[src/rtl/buffer_seq_ctrl_pkg.sv]
// Shared types and constants for the AFE data-buffer sequencer.
// The state decode function maps each state to its registered output pattern.
package buffer_seq_ctrl_pkg;

    typedef enum logic [2:0] {
        ST_IDLE   = 3'd0,
        ST_CLEAR  = 3'd1,
        ST_DIAG   = 3'd2,
        ST_SETTLE = 3'd3,
        ST_STREAM = 3'd4,
        ST_FAULT  = 3'd5
    } state_e;

    localparam logic [1:0] DATA_CTRL_IDLE   = 2'b00;
    localparam logic [1:0] DATA_CTRL_DIAG   = 2'b01;
    localparam logic [1:0] DATA_CTRL_STREAM = 2'b10;

    localparam logic [1:0] DIAG_OK  = 2'b10;
    localparam logic [1:0] DIAG_ERR = 2'b01;

    localparam int WD_W = 16;

    typedef struct packed {
        logic [1:0] ctrl;
        logic       buf_reset_n;
        logic       busy;
        logic       fault;
    } state_out_t;

    function automatic state_out_t state_outputs(input state_e st);
        state_out_t o;
        o.ctrl        = DATA_CTRL_IDLE;
        o.buf_reset_n = 1'b1;
        o.busy        = 1'b1;
        o.fault       = 1'b0;
        case (st)
            ST_IDLE:   o.busy = 1'b0;
            ST_CLEAR:  o.buf_reset_n = 1'b0;
            ST_DIAG:   o.ctrl = DATA_CTRL_DIAG;
            ST_SETTLE: o.ctrl = DATA_CTRL_IDLE;
            ST_STREAM: o.ctrl = DATA_CTRL_STREAM;
            ST_FAULT: begin
                o.busy  = 1'b0;
                o.fault = 1'b1;
            end
            default:   o.busy = 1'b0;
        endcase
        return o;
    endfunction

endpackage

[src/rtl/buffer_seq_ctrl_watchdog.sv]
// Cycle watchdog shared by DIAG, SETTLE and STREAM. A cycle with i_clear counts as
// cycle zero of a new interval; o_expired fires on the cycle whose index is i_limit-1.
module buffer_seq_ctrl_watchdog
    import buffer_seq_ctrl_pkg::*;
(
    input  logic            clk,
    input  logic            rst,
    input  logic            i_clear,
    input  logic            i_enable,
    input  logic [WD_W-1:0] i_limit,
    output logic            o_expired
);

    logic [WD_W-1:0] r_cnt;
    logic [WD_W-1:0] w_cur;

    assign w_cur     = i_clear ? {WD_W{1'b0}} : r_cnt;
    assign o_expired = i_enable && (w_cur == (i_limit - {{(WD_W-1){1'b0}}, 1'b1}));

    // Interval counter; idles at zero while disabled
    always_ff @(posedge clk or posedge rst) begin
        if (rst) begin
            r_cnt <= {WD_W{1'b0}};
        end else if (i_enable) begin
            r_cnt <= w_cur + {{(WD_W-1){1'b0}}, 1'b1};
        end else begin
            r_cnt <= {WD_W{1'b0}};
        end
    end

endmodule

[src/rtl/buffer_seq_ctrl.sv]
// AFE data-buffer sequencer: buffer clear, diagnostic with retry, settle, then streaming
// with sample-strobe to FIFO-write conversion, frame counting and watchdog supervision.
module buffer_seq_ctrl
    import buffer_seq_ctrl_pkg::*;
#(
    parameter int DIAG_TIMEOUT   = 1024,
    parameter int STRM_TIMEOUT   = 65535,
    parameter int SETTLE_CYCLES  = 16,
    parameter int MAX_DIAG_RETRY = 2,
    parameter int CNT_W          = 16
) (
    input  logic             clk,
    input  logic             in_reset,
    input  logic             in_start,
    input  logic             in_stop,
    input  logic             in_clear_fault,
    input  logic [1:0]       in_diag_er,
    input  logic             in_new_samples,
    input  logic             in_strm_dn,
    input  logic             in_fifo_full,
    output logic [1:0]       out_data_control,
    output logic             out_buf_reset_n,
    output logic             out_fifo_wr,
    output logic [CNT_W-1:0] out_sample_cnt,
    output logic [2:0]       out_state,
    output logic             out_busy,
    output logic             out_fault,
    output logic             out_diag_fail,
    output logic             out_timeout,
    output logic             out_overrun
);

    localparam logic [WD_W-1:0] DIAG_LIM   = WD_W'(DIAG_TIMEOUT);
    localparam logic [WD_W-1:0] SETTLE_LIM = WD_W'(SETTLE_CYCLES);
    localparam logic [WD_W-1:0] STRM_LIM   = WD_W'(STRM_TIMEOUT);
    localparam logic [3:0]      RETRY_MAX  = 4'(MAX_DIAG_RETRY);

    state_e           r_state;
    state_out_t       r_out;
    logic             r_fifo_wr;
    logic [CNT_W-1:0] r_sample_cnt;
    logic [3:0]       r_retry;
    logic             r_clr_cnt;
    logic             r_wd_clr;
    logic             r_ns_prev;
    logic             r_diag_fail;
    logic             r_timeout;
    logic             r_overrun;

    logic             w_wd_en;
    logic             w_wd_clr;
    logic             w_wd_expired;
    logic [WD_W-1:0]  w_wd_limit;
    logic             w_ns_edge;

    assign w_wd_en   = (r_state == ST_DIAG) || (r_state == ST_SETTLE) || (r_state == ST_STREAM);
    assign w_wd_clr  = r_wd_clr || ((r_state == ST_STREAM) && in_strm_dn);
    assign w_ns_edge = in_new_samples && !r_ns_prev;

    // Per-state watchdog limit
    always_comb begin
        w_wd_limit = STRM_LIM;
        case (r_state)
            ST_DIAG:   w_wd_limit = DIAG_LIM;
            ST_SETTLE: w_wd_limit = SETTLE_LIM;
            default:   w_wd_limit = STRM_LIM;
        endcase
    end

    buffer_seq_ctrl_watchdog u_watchdog (
        .clk       (clk),
        .rst       (in_reset),
        .i_clear   (w_wd_clr),
        .i_enable  (w_wd_en),
        .i_limit   (w_wd_limit),
        .o_expired (w_wd_expired)
    );

    // Sequencer FSM with registered outputs, frame counter and sticky status
    always_ff @(posedge clk or posedge in_reset) begin
        if (in_reset) begin
            r_state      <= ST_IDLE;
            r_out        <= state_outputs(ST_IDLE);
            r_fifo_wr    <= 1'b0;
            r_sample_cnt <= {CNT_W{1'b0}};
            r_retry      <= 4'd0;
            r_clr_cnt    <= 1'b0;
            r_wd_clr     <= 1'b0;
            r_ns_prev    <= 1'b0;
            r_diag_fail  <= 1'b0;
            r_timeout    <= 1'b0;
            r_overrun    <= 1'b0;
        end else begin
            r_ns_prev <= in_new_samples;
            r_fifo_wr <= 1'b0;
            r_wd_clr  <= 1'b0;
            // Stop aborts every active state, ahead of verdicts, expiries and sample edges
            if (in_stop && r_out.busy) begin
                r_state   <= ST_IDLE;
                r_out     <= state_outputs(ST_IDLE);
                r_clr_cnt <= 1'b0;
            end else begin
                case (r_state)
                    ST_IDLE: begin
                        if (in_start) begin
                            r_state      <= ST_CLEAR;
                            r_out        <= state_outputs(ST_CLEAR);
                            r_clr_cnt    <= 1'b0;
                            r_sample_cnt <= {CNT_W{1'b0}};
                            r_retry      <= 4'd0;
                            r_diag_fail  <= 1'b0;
                            r_timeout    <= 1'b0;
                            r_overrun    <= 1'b0;
                        end
                    end
                    ST_CLEAR: begin
                        if (r_clr_cnt) begin
                            r_state   <= ST_DIAG;
                            r_out     <= state_outputs(ST_DIAG);
                            r_clr_cnt <= 1'b0;
                            r_wd_clr  <= 1'b1;
                        end else begin
                            r_clr_cnt <= 1'b1;
                        end
                    end
                    ST_DIAG: begin
                        if (in_diag_er == DIAG_OK) begin
                            r_state  <= ST_SETTLE;
                            r_out    <= state_outputs(ST_SETTLE);
                            r_wd_clr <= 1'b1;
                        end else if ((in_diag_er & DIAG_ERR) != 2'b00) begin
                            if (r_retry < RETRY_MAX) begin
                                r_retry   <= r_retry + 4'd1;
                                r_state   <= ST_CLEAR;
                                r_out     <= state_outputs(ST_CLEAR);
                                r_clr_cnt <= 1'b0;
                            end else begin
                                r_diag_fail <= 1'b1;
                                r_state     <= ST_FAULT;
                                r_out       <= state_outputs(ST_FAULT);
                            end
                        end else if (w_wd_expired) begin
                            r_timeout <= 1'b1;
                            r_state   <= ST_FAULT;
                            r_out     <= state_outputs(ST_FAULT);
                        end
                    end
                    ST_SETTLE: begin
                        if (w_wd_expired) begin
                            r_state  <= ST_STREAM;
                            r_out    <= state_outputs(ST_STREAM);
                            r_wd_clr <= 1'b1;
                        end
                    end
                    ST_STREAM: begin
                        // A watchdog expiry abandons any sample edge in the same cycle
                        if (w_wd_expired) begin
                            r_timeout <= 1'b1;
                            r_state   <= ST_FAULT;
                            r_out     <= state_outputs(ST_FAULT);
                        end else if (w_ns_edge) begin
                            if (in_fifo_full) begin
                                r_overrun <= 1'b1;
                            end else begin
                                r_fifo_wr <= 1'b1;
                                if (r_sample_cnt != {CNT_W{1'b1}}) begin
                                    r_sample_cnt <= r_sample_cnt + {{(CNT_W-1){1'b0}}, 1'b1};
                                end
                            end
                        end
                    end
                    ST_FAULT: begin
                        if (in_clear_fault) begin
                            r_state <= ST_IDLE;
                            r_out   <= state_outputs(ST_IDLE);
                        end
                    end
                    default: begin
                        r_state <= ST_IDLE;
                        r_out   <= state_outputs(ST_IDLE);
                    end
                endcase
            end
        end
    end

    assign out_data_control = r_out.ctrl;
    assign out_buf_reset_n  = r_out.buf_reset_n;
    assign out_busy         = r_out.busy;
    assign out_fault        = r_out.fault;
    assign out_state        = r_state;
    assign out_fifo_wr      = r_fifo_wr;
    assign out_sample_cnt   = r_sample_cnt;
    assign out_diag_fail    = r_diag_fail;
    assign out_timeout      = r_timeout;
    assign out_overrun      = r_overrun;

endmodule

[config.mk]
export PLATFORM = sky130hd
export DESIGN_NAME = buffer_seq_ctrl
export DESIGN_NICKNAME = d
export VERILOG_FILES = /design/src/rtl/buffer_seq_ctrl_pkg.sv /design/src/rtl/buffer_seq_ctrl_watchdog.sv /design/src/rtl/buffer_seq_ctrl.sv
export SDC_FILE = /design/constraint.sdc
export NUM_CORES = 1
export LEC_CHECK = 0
export ABC_AREA = 1
export CAP_MARGIN = 20
export CORE_ASPECT_RATIO = 0.5
export CORE_UTILIZATION = 40
export CTS_CLUSTER_SIZE = 14
export DETAILED_ROUTE_END_ITERATION = 12
export DONT_BUFFER_PORTS = 1
export SLEW_MARGIN = 0
export SYNTH_ARGS = -nofsm -noshare
export SYNTH_HDL_FRONTEND = slang
export SYNTH_SLANG_ARGS = --single-unit
export TNS_END_PERCENT = 100
[constraint.sdc]
create_clock -name clk -period 2.5 [get_ports clk]
set_clock_uncertainty 0.15 [all_clocks]
set_input_delay 0.25 -clock clk [delete_from_list [all_inputs] [get_ports clk]]
set_output_delay 0.25 -clock clk [all_outputs]
set_load 0.02 [all_outputs]
Word level (Yosys, flattened, before mapping)
Cells that the tools add are included.

cells by class
  equal/unequal tests = 26
  reduce and logical (&&, ||, !) cells = 20
  mux-type cells = 63
  add/sub/neg operators = 4
  bitwise gates (word level) = 1
  magnitude comparators = 1

operators with widths
  kind                   count
  $mux 16                7
  $pmux 16 s2            2
  $mux 5                 8
  $add 16x1->16 const B  2
  $mux 3                 10
  $pmux 5 s6             1
  $mux 1                 24
  $ne 2x2->1 const B     9
  $pmux 3 s6             1
  $reduce_and 6->1       3
  $eq 16x16->1           1
  $mux 4                 4
  $ne 16x16->1 const B   1
  $sub 16x1->16 const B  1
  $ne 3x3->1 const B     4
  $reduce_and 5->1       2
  $pmux 1 s3             3
  $pmux 4 s2             1
  $reduce_and 7->1       1
  $eq 3x2->1 const B     2
  $eq 3x3->1 const B     2
  $ne 3x1->1 const B     2
  $add 4x1->4 const B    1
  $logic_and 1x1->1      4
  other kinds (14)       19

word-level totals
  logic and storage cells = 130
  bits of input ports = 10
  register bits = 51

Longest topological paths before layout
  depth in word-level cells = 11
  gate-level depth with buffers = 17
  gate-level depth less buffers = 16

Cells and area by module
Synthesis repeated with hierarchy kept, for this count alone.

unflattened totals
  cell total of the unflattened synthesis = 578
  area, all modules = 3804.9 um^2

modules (own cells, without submodules)
  module                    area each (um^2)  sequential area each (um^2)  cells each  instances
  buffer_seq_ctrl           2316.0            877.1                        332         1
  buffer_seq_ctrl_watchdog  1488.9            400.4                        246         1

Least setup slack after synthesis
OpenSTA, ideal clock, no wires.

  path type = reg2reg
  start point = register r_state[2], in the netlist out_state[2]
  end point = register r_state[1], in the netlist out_state[1]
  arrival time = 2342 ps
  setup slack = -58 ps
  stages on the path, launching flop included = 18
  cell sequence = dfrtp_1 -> buf_2 -> inv_1 -> nand3_1 -> ha_1 -> nand2_2 -> nand2_1 -> nor2_1 -> nand2_1 -> inv_1 -> nand3_1 -> nor2_2 -> nand2_2 -> nand2_2 -> nand2_4 -> nor2_4 -> nand2_1 -> nand2_1

between the ends
  word-level cells in the longest chain between the ends = 11
  elaborated cells on any way between the ends = 25
  those cells by class = 1 x add/sub; 10 x eq/ne; 7 x mux; 7 x reduce/logical

RTL lines
  element                                                                 RTL line                source
  from (decl)                                                             buffer_seq_ctrl.sv:38   state_e r_state;
  from (signal assigned)                                                  buffer_seq_ctrl.sv:82   r_state <= ST_IDLE;
  from (signal assigned)                                                  buffer_seq_ctrl.sv:99   r_state <= ST_IDLE;
  from (signal assigned)                                                  buffer_seq_ctrl.sv:106  r_state <= ST_CLEAR;
  parallel branches: the longest is 11 deep, another holds $sub 16x1->16  n/a

Parallel ways; which one is timed is not known.
A chain may end at the register's enable or synchronous reset.

Final worst setup path
  start point = register r_state[0], in the netlist out_state[0]
  end point = register r_out, in the netlist out_busy

between the ends
  word-level cells in the longest chain between the ends = 11
  elaborated cells on any way between the ends = 25
  those cells by class = 1 x add/sub; 10 x eq/ne; 7 x mux; 7 x reduce/logical

RTL lines
  element                                                                 RTL line                source
  parallel branches: the longest is 11 deep, another holds $sub 16x1->16  n/a
  to (signal assigned)                                                    buffer_seq_ctrl.sv:100  r_out <= state_outputs(ST_IDLE);
  to (signal assigned)                                                    buffer_seq_ctrl.sv:107  r_out <= state_outputs(ST_CLEAR);
  to (signal assigned)                                                    buffer_seq_ctrl.sv:119  r_out <= state_outputs(ST_DIAG);
  to (decl)                                                               buffer_seq_ctrl.sv:39   state_out_t r_out;

Parallel ways; which one is timed is not known.

==> flow_summary.ini <==
[clocking]
clock_sinks = 51
root_buffer = sky130_fd_sc_hd__clkbuf_16
cts_inserted_buffers = 5
worst_skew_pair.late_latency_ns = 0.29
h-tree-depth = 2
cts_buffer_depth = 2
clk_pin_slew_worst_paths_ns = 0.07
tritoncts = built

[global_route]
global_route.usage.met1_pct = 27.1
busiest_metal_layer_after_global_routing = met2
grt_pass1_vias = 2792
grt_pass1_wl_um = 13600
groute.layer.met2.usage_pct = 34.9
grt.met3_usage_pct = 5.37
largest_net_degree_at_the_start_of_global_routing = 23
grt-ovfl-total = 0
antenna_found_initial = 0
groute.usage.overall_pct = 20.9

[layout]
design.final.nets = 493
synthToLayoutAreaGrowth_pct = 18.5
final_antenna_diode_count = 0
fraction_of_final_layout_cells_with_drive_strength_greater_than_1_pct = 16.5
fin_area_sq_um = 3780
layout_common_cells = sky130_fd_sc_hd__nand2_1 (116), sky130_fd_sc_hd__inv_1 (50), sky130_fd_sc_hd__nor2_1 (47), sky130_fd_sc_hd__dfrtp_1 (47), sky130_fd_sc_hd__nand3_1 (42)
fill_cells = 760
final_common_cell = sky130_fd_sc_hd__nand2_1

[sta]
setup-tns-final_ns = 0
timing.final.max_slew_violations = 0
period_minus_ws_final_ns = 2.36
max_slew.worst_pin.slew_ns = 0.375
setup_violations = 0
setup_repair_after_global_routing_missed_its_margin = true
fin_crit_sh_pct = 94.3
hold_viol_final = 0
relative_slew_slack_pct = 75.0
fmax_ghz = 0.424

[setup_path]
timing.critical_path.required_ns = 2.58
crit_path_start = out_state[0]
reg2reg_slack_ns = 0.14
critPathCaptureType = register
crit_path_start_kind = register
critical_path.max_fanout = 8
worst-setup-path-type = register to register
critical_register_to_register_path_startpoint = out_state[0]
critPathArrivalTime_ns = 2.44

[route]
number_of_nets_with_antenna_violations_after_routing = 0
vias = 3021
detailedRoute.firstIterationViolations = 166
drc = 0
drt-vias-per-instance = 5.15
avgRoutedWirePerCell_um = 13.9
detail_route.first_pass.iterations = 4
postRouteWirelength_um = 8150

[pwr]
cellLeakagePower_nw = 1.79
irDropWorstVdd_v = 0.000342
power_per_cell_area_nw_per_um2 = 935

[place]
place_congestion = 0.865
dp.final_hpwl_um = 6140
standard_cell_area_after_detailed_placement_sq_um = 3480
numPortBuffers = 0

[logic_synthesis]
synth_fp_nets = 462
synth.cell_area_sq_um = 3190
synth_cell_types = 37
post_synth_inst_count = 447
ys_seq_area_share_pct = 40.1
yosys_register_bits = 51
synth_area_per_cell_sq_um = 7.13
synth_warnings = 0

[die]
core_region_area_sq_um = 7510
floorplan.die.height_um = 65.1
die_area_sq_um = 8360
rows = 22
starting_utilization_of_the_core_area_pct = 42.4
die_x_um = 128
io_pins = 38

[min_path]
worst_hold_startpoint = in_fifo_full
timing.hold.worst.class = input pin to register

[flow_run]
cap_viol_max_count = 0

[run_status]
status = finished, final reports clean
-- flip-flops by register name, indices dropped and copies added (netlist names) --
name and count:
out_overrun 1, out_buf_reset_n 1, r_ns_prev 1, out_fault 1
r_wd_clr 1, out_data_control 2, out_state 3, out_fifo_wr 1
out_timeout 1, u_watchdog.r_cnt 16, out_sample_cnt 16, r_retry 4
out_busy 1, r_clr_cnt 1, out_diag_fail 1
-- stage by stage --
| step | util, % | cells | total power [W] | setup slack [ns] | hold WS (ns) |
|---|---|---|---|---|---|
| 3_5_place_dp | 46.3 | 572 | 0.00256 | 0.0992 | -0.0250 |
| 5_1_grt | 50.3 | 587 | 0.00378 | -0.0219 | 0.0159 |
| 4_1_cts | 49.3 | 583 | 0.00347 | 0.0784 | 0.00376 |
| 2_1_floorplan | - | 447 | 0.00209 | 0.0139 | 0.131 |
| 3_3_place_gp | 46.3 | 572 | 0.00256 | 0.149 | -0.0286 |
| 6_report | 50.3 | 587 | 0.00353 | 0.143 | 0.00637 |
-- logic make-up after synthesis --
logic type | count (synthesis) | synth area share (%)
simple gates | 260 | 37.5
buf+inv | 64 | 8.32
compound gates | 58 | 9.69
flops | 51 | 40.1
xor+xnor | 9 | 2.47
fa+ha+maj | 5 | 1.96
-- critical path: stages, from the launching register on --
cell and delay, ns:
sky130_fd_sc_hd__dfrtp_2 0.46, sky130_fd_sc_hd__nor2_2 0.16, sky130_fd_sc_hd__nand2_2 0.11, sky130_fd_sc_hd__ha_1 0.32
sky130_fd_sc_hd__nand4_1 0.10, sky130_fd_sc_hd__nand2_1 0.06, sky130_fd_sc_hd__nor2_1 0.09, sky130_fd_sc_hd__nand2_1 0.07
sky130_fd_sc_hd__nor2_2 0.12, sky130_fd_sc_hd__nand2_2 0.14, sky130_fd_sc_hd__nand2_2 0.12, sky130_fd_sc_hd__nand2_4 0.09
sky130_fd_sc_hd__nor2_4 0.15, sky130_fd_sc_hd__nand2_1 0.08, sky130_fd_sc_hd__nand2_1 0.06
-- timing repair --
| item | CTS | global route |
|---|---|---|
| endpoints found under the hold margin | 16 | 0 |
| setup buffers | 0 | 3 |
| setup endpoints to repair | 0 | 25 |
| hold buffers | 3 | 0 |
| resized for setup | 0 | 13 |
-- report_power, final --
part           switching [W]  internal (W)
sequential          0.000168      0.000948
clock               0.000315      0.000573
combinational       0.000972      0.000556
total                0.00145       0.00208
-- synth_stat cells --
cell type / instances / area (sq um)
sky130_fd_sc_hd__a21oi_1: 19 / 95.1
sky130_fd_sc_hd__a31oi_1: 1 / 6.26
sky130_fd_sc_hd__a41oi_1: 1 / 8.76
sky130_fd_sc_hd__buf_2: 2 / 10.0
sky130_fd_sc_hd__buf_4: 2 / 15.0
sky130_fd_sc_hd__buf_6: 2 / 22.5
sky130_fd_sc_hd__clkbuf_1: 3 / 11.3
sky130_fd_sc_hd__dfrtp_1: 50 / 1250
sky130_fd_sc_hd__dfstp_2: 1 / 26.3
sky130_fd_sc_hd__ha_1: 5 / 62.6
sky130_fd_sc_hd__inv_1: 53 / 199
sky130_fd_sc_hd__inv_2: 2 / 7.51
sky130_fd_sc_hd__nand2_1: 117 / 439
sky130_fd_sc_hd__nand2_2: 4 / 25.0
sky130_fd_sc_hd__nand2_4: 1 / 11.3
sky130_fd_sc_hd__nand3_1: 43 / 215
sky130_fd_sc_hd__nand3_2: 1 / 10.0
sky130_fd_sc_hd__nand3_4: 1 / 17.5
sky130_fd_sc_hd__nand3b_1: 4 / 30.0
sky130_fd_sc_hd__nand3b_2: 1 / 11.3
sky130_fd_sc_hd__nand4_1: 11 / 68.8
sky130_fd_sc_hd__nor2_1: 49 / 184
sky130_fd_sc_hd__nor2_2: 2 / 12.5
sky130_fd_sc_hd__nor2_4: 3 / 33.8
sky130_fd_sc_hd__nor3_1: 6 / 30.0
sky130_fd_sc_hd__nor3b_1: 1 / 7.51
sky130_fd_sc_hd__nor4_1: 2 / 12.5
sky130_fd_sc_hd__o2111ai_1: 1 / 8.76
sky130_fd_sc_hd__o211ai_1: 2 / 15.0
sky130_fd_sc_hd__o21ai_0: 27 / 135
sky130_fd_sc_hd__o21ai_1: 5 / 25.0
sky130_fd_sc_hd__o221ai_1: 1 / 8.76
sky130_fd_sc_hd__o22ai_1: 1 / 6.26
sky130_fd_sc_hd__or2_1: 1 / 6.26
sky130_fd_sc_hd__or2_2: 13 / 81.3
sky130_fd_sc_hd__xnor2_1: 2 / 17.5
sky130_fd_sc_hd__xor2_1: 7 / 61.3
-- layer usage --
metal	wire length (um)	share of wire, %
met5	0	0
met4	61	0.75
met3	499	6.1
met2	3800	47
met1	3780	46
-- worst paths after layout --
check	to	cells after the start
worst min-delay path	out_fifo_wr	3
worst max register to register	out_busy	14
worst max-delay path	out_busy	14
min in group asynchronous	u_watchdog.r_cnt[10]	2
worst min register to register	r_retry[0]	1
max in group asynchronous	out_buf_reset_n	3
-- area by class of cell --
class	count	area, sq um	area share, %
tap	108	135	3.58
clock buffer	5	125	3.31
inverter	55	206	5.46
clock inverter	3	67.6	1.79
timing repair buffer	32	264	6.99
sequential	51	1280	33.9
multi-input combinational	333	1700	45.0
(Power assumes the default switching activity.)
